File: src/rtl/fb_swap_ctrl.sv
// fb_swap_ctrl -- double-buffer exchange scheduler for the LED framebuffer.
//
// The writer fills the write bank and holds `full`. The scanout drains the read
// bank and pulses `frame_end` on the last pixel of each displayed frame. Banks
// exchange only on a frame boundary, and only once the current read buffer has
// been shown for at least MIN_SHOW frames.
//
// Parameters:
//   MIN_SHOW   minimum display frames per buffer before the next swap (1..255)
//   CNT_W      width of the swap / repeat statistics counters
//
// Ports:
//   clk         system clock, rising edge
//   rst_n       asynchronous active-low reset
//   en          swap enable
//   full        writer has a complete frame in the write bank (level)
//   frame_end   one-cycle pulse at the end of each displayed frame
//   swapped     one-cycle pulse, banks exchanged this cycle
//   wr_bank     bank targeted by the writer
//   rd_bank     bank read by scanout, always ~wr_bank
//   pending     frame ready, waiting for a frame boundary
//   swap_cnt    swaps since reset, wraps
//   repeat_cnt  surplus repeated display frames, saturates
module fb_swap_ctrl #(
    parameter int unsigned MIN_SHOW = 1,
    parameter int unsigned CNT_W    = 16
) (
    input  logic             clk,
    input  logic             rst_n,
    input  logic             en,
    input  logic             full,
    input  logic             frame_end,
    output logic             swapped,
    output logic             wr_bank,
    output logic             rd_bank,
    output logic             pending,
    output logic [CNT_W-1:0] swap_cnt,
    output logic [CNT_W-1:0] repeat_cnt
);

    typedef enum logic [1:0] {
        StFill,
        StArmed,
        StSwap
    } state_e;

    localparam logic [7:0]       MinShow = 8'(MIN_SHOW);
    localparam logic [CNT_W-1:0] CntOne  = {{(CNT_W-1){1'b0}}, 1'b1};
    localparam logic [CNT_W-1:0] CntMax  = {CNT_W{1'b1}};

    state_e     state_q;
    state_e     state_d;
    logic [7:0] shown_cnt_q;
    logic [8:0] shown_sum;
    logic       shown_ok;
    logic       swap_go;
    logic       do_swap;
    logic       is_repeat;

    // The frame_end of this very cycle counts toward the display requirement.
    assign shown_sum = {1'b0, shown_cnt_q} + {8'd0, frame_end};
    assign shown_ok  = shown_sum >= {1'b0, MinShow};
    assign swap_go   = frame_end & shown_ok;

    always_comb begin
        state_d = state_q;
        unique case (state_q)
            StFill: begin
                if (full && en && swap_go) begin
                    state_d = StSwap;
                end else if (full && en) begin
                    state_d = StArmed;
                end
            end
            StArmed: begin
                // Disable wins over a coincident boundary; a dropped `full`
                // is a writer protocol error and simply abandons the request.
                if (!en || !full) begin
                    state_d = StFill;
                end else if (swap_go) begin
                    state_d = StSwap;
                end
            end
            // `full` is deliberately ignored here: it is still clearing.
            StSwap:  state_d = StFill;
            default: state_d = StFill;
        endcase
    end

    assign do_swap   = (state_d == StSwap);
    // A boundary beyond the requirement that did not retire the buffer.
    assign is_repeat = frame_end && !do_swap && (shown_cnt_q >= MinShow);

    always_ff @(posedge clk or negedge rst_n) begin
        if (!rst_n) begin
            state_q     <= StFill;
            shown_cnt_q <= MinShow;   // first ready frame is not held back
            swapped     <= 1'b0;
            pending     <= 1'b0;
            wr_bank     <= 1'b0;
            rd_bank     <= 1'b1;
            swap_cnt    <= '0;
            repeat_cnt  <= '0;
        end else begin
            state_q <= state_d;
            swapped <= do_swap;
            pending <= (state_d == StArmed);

            if (do_swap) begin
                wr_bank     <= ~wr_bank;
                rd_bank     <= ~rd_bank;
                swap_cnt    <= swap_cnt + CntOne;
                shown_cnt_q <= 8'd0;
            end else if (frame_end && (shown_cnt_q < MinShow)) begin
                shown_cnt_q <= shown_cnt_q + 8'd1;
            end

            if (is_repeat && (repeat_cnt != CntMax)) begin
                repeat_cnt <= repeat_cnt + CntOne;
            end
        end
    end

endmodule

File: config.mk
export PLATFORM = sky130hd
export DESIGN_NAME = fb_swap_ctrl
export DESIGN_NICKNAME = d
export VERILOG_FILES = /design/src/rtl/fb_swap_ctrl.sv
export SDC_FILE = /design/constraint.sdc
export NUM_CORES = 1
export LEC_CHECK = 0
export CAP_MARGIN = 40
export CORE_MARGIN = 3
export CORE_UTILIZATION = 46
export CTS_BUF_LIST = sky130_fd_sc_hd__clkbuf_8 sky130_fd_sc_hd__clkbuf_16
export DETAILED_ROUTE_END_ITERATION = 6
export PLACE_DENSITY = 0.75
export SLEW_MARGIN = 20
export SYNTH_ARGS = -nofsm -noshare
export SYNTH_HDL_FRONTEND = slang
export SYNTH_SLANG_ARGS = --single-unit
File: constraint.sdc
create_clock -name clk -period 2.21 [get_ports clk]
set_clock_uncertainty 0.05 [all_clocks]
set_input_delay 0.221 -clock clk [delete_from_list [all_inputs] [get_ports clk]]
set_output_delay 0.221 -clock clk [all_outputs]
set_load 0.05 [all_outputs]
==> results by group <==
Floorplanning
  • Initial Util: 0.485
  • Die area: 0.00554 sq mm
  • Die height: ~74 microns
  • Core Footprint: 0.00444 sq mm
  • Core Rows: 24
  • Io pins: 41
  • Die W: about 74 microns

Clock network
  • Clock sink total: between 40 and 50
  • Num CTS Buffers: 5
  • TritonCTS clock tree: yes
  • CTS Buffer Depth: 2
  • H-tree depth: 2
  • Worst skew pair latency: roughly 290 ps
  • Clock transition at path regs: around 80 ps
  • CTS root buf: clkbuf_8

Logic synthesis
  • Mapped cell area: roughly 0.0022 sq mm
  • Syn_nets: just over 200
  • Seq/Total Area, Yosys: 0.524
  • Cells after Synth: 192
  • Leading area contributor after synthesis: dfrtp_1
  • Yosys cell types: 36
  • Warnings from Yosys: 0
  • Synthesized area per cell: between 10 and 15 sq um
  • Synth area leaders: dfrtp_1 50%, xnor2_1 9.8%, ha_1 4.1%
  • Area share of the largest cell type after synthesis: 0.499
  • #FFs+latches synth: between 40 and 50

Cells and area
  • Area growth from synthesis to layout: 32.7%
  • Layout cells sized above 1: 0.161
  • Fillers: 370
  • N_diodes: 0
  • Final Util: 0.644
  • Multi-input gate area: 0.00103 sq mm
  • FF/Latch Area: 0.00113 sq mm
  • Final #Nets: roughly 270

Timing
  • RSZ-0062 raised after global routing: yes
  • Post-layout min period: about 2100 ps
  • Finish-stage setup viols: 0
  • Pins Over Slew Limit: 0
  • Setup_tns: 0 ps
  • Slew of the pin with the lowest slew margin: 564 ps
  • Fin. Hold Viols: 0
  • Fmax: between 0.4 and 0.5 GHz
  • Final worst-path cycle share: 0.964
  • Max_slew headroom: 0.624

Setup path
  • Crit path capture type: register
  • CP Class: register to register
  • CP max FO: 4
  • CP required: 2340 ps
  • Startpoint Class: register
  • Crit path arrival time: 2260 ps

Drt
  • Post-detailed-route via-to-cell ratio: 5.38
  • Drt first-iter violations: 75
  • Post-detailed-route wirelength per cell: 14.3 microns
  • Drt first pass iters: 4
  • Antenna Nets Post-Route: 0
  • Routed WL: around 4400 microns
  • Total number of vias: 1653
  • DRC: 0

Global routing
  • Total GRT Usage: 0.171
  • Gr ovfl total: 0
  • Largest net degree at the start of global routing: 46
  • Initial antenna violation count: 0
  • Vias in the first global route: between 1500 and 2000
  • First-pass GRT wire length: around 7300 microns

Power and ir drop
  • Power Density: 1020 mW/mm^2
  • Lkg Pwr: 1.28 nW
  • VDD IR max: around 0.00057 V

Placement
  • Hpwl dp: 3240 microns
  • Port-buffer cells: 40
  • RePlAce Congestion: approximately 0.82

Outcome
  • Status: finished, final reports clean

Job
  • Max_cap viols: 0

Min path
  • Min-Delay Path Class: register to register
-- kinds of logic (layout without fill, tap and decap cells) --
group | Yosys count | count (layout) | synth area share
adder cells (fa/ha/maj) | 7 | 7 | 0.0406
AO/OA/AOI/OAI | 14 | 14 | 0.0598
AND/OR/NAND/NOR | 83 | 83 | 0.213
buffers and inverters | 8 | 71 | 0.0162
flip-flops | 45 | 45 | 0.524
multiplexers | 4 | 4 | 0.0209
XOR/XNOR | 31 | 31 | 0.126
-- path summary, 6_finish.rpt --
path	slack (ps)	depth (start not counted)	startpoint	to
min in group asynchronous	470	3	rst_n	swap_cnt[14]$_DFFE_PN0N_
min	410	1	swap_cnt[15]$_DFFE_PN0N_	swap_cnt[15]$_DFFE_PN0N_
max in group asynchronous	1230	3	rst_n	repeat_cnt[6]$_DFFE_PN0P_
min reg2reg	410	1	swap_cnt[15]$_DFFE_PN0N_	swap_cnt[15]$_DFFE_PN0N_
max reg2reg	80	7	shown_cnt_q[0]$_DFFE_PN1P_	repeat_cnt[15]$_DFFE_PN0P_
max	80	7	shown_cnt_q[0]$_DFFE_PN1P_	repeat_cnt[15]$_DFFE_PN0P_
-- metrics by stage --
stage                     hold WS [ps]  total power [mW]  instance area (sq um)  setup slack [ps]  instances
after CTS                          421              2.91                   2820              44.1        306
after detailed placement           287              2.43                   2730              -269        299
after global placement             284              2.41                   2730              -175        299
after floorplan                   -125              1.97                   2160              71.9        192
final                              414              2.93                   2860              80.5        307
after global routing               441              3.11                   2860             -55.2        307
-- timing repair --
action / CTS / global route
setup endpoints to repair: 1 / 5
hold endpoints to repair: 43 / 0
setup buffers: 0 / 1
hold buffers: 1 / 0
gates resized for setup: 1 / 7
pin swaps: 0 / 3
-- power breakdown --
part	leakage, nW	switching, mW	internal [mW]
Clock	0.0399	0.260	0.208
Combinational	0.651	0.794	0.542
Sequential	0.590	0.149	0.976
-- per-layer routing --
metal  global-route usage  routed length (microns)  vias to the layer above
met5                    0                        0                        -
met4               0.0731                       83                        0
met3               0.0446                      197                        8
met2                0.262                     2120                       40
met1                0.230                     1990                      809
li1                     -                        -                      796
-- cell usage in the layout (no fill, tap or decap), types with 6 or more instances in the layout --
cell type / synthesis / final
nand4_1: 12 / 12
buf_4: 1 / 18
nand2_1: 13 / 13
clkdlybuf4s50_1: 0 / 39
xor2_1: 7 / 7
xnor2_1: 24 / 24
nand3_1: 11 / 10
ha_1: 7 / 7
nor2_1: 10 / 9
nor2b_1: 6 / 6
inv_1: 6 / 6
dfrtp_1: 43 / 43
and3_1: 10 / 10
-- sequential cells by signal (all words and copies together), names as in the netlist --
signal,flops
swap_cnt,16
shown_cnt_q,8
state_q,1
pending,1
repeat_cnt,16
swapped,1
wr_bank,1
rd_bank,1
-- worst max-delay path, cell delays in order (launching register included) --
cell and delay, ps:
dfstp_2 570, ha_1 170, ha_1 240, nor2_2 130, nand3_2 130, o21ai_4 210, nor3b_4 220, mux2_4 320
-- Yosys cell counts --
library cell  instances
nor3_1                5
and3b_1               1
nor2b_1               6
a21oi_1               4
nand2_1              13
mux2_2                1
xnor2_1              24
nand4_1              12
ha_1                  7
nor3b_1               2
and3_1               10
buf_2                 1
mux2_1                3
dfrtp_1              43
or3_1                 2
nor2_1               10
nand2b_1              2
xor2_1                7
nand2_2               1
or4b_4                1
and4_1                1
nand3b_1              2
inv_1                 6
and2_1                3
o21ai_2               1
a211oi_2              1
a31oi_4               1
o21ai_0               1
o21a_1                1
or2_2                 1
buf_4                 1
nand3_1              11
o2111ai_1             2
a211oi_1              2
o31ai_4               1
dfstp_2               2
-- final cells by class --
type,count,share of cell area
clock buffers,5,0.0240
flip-flops and latches,45,0.394
multi-input cells,139,0.360
inverters,6,0.00787
clock inverters,1,0.00175
well taps,52,0.0227
repair buffers,59,0.189
(Power assumes the default switching activity.)
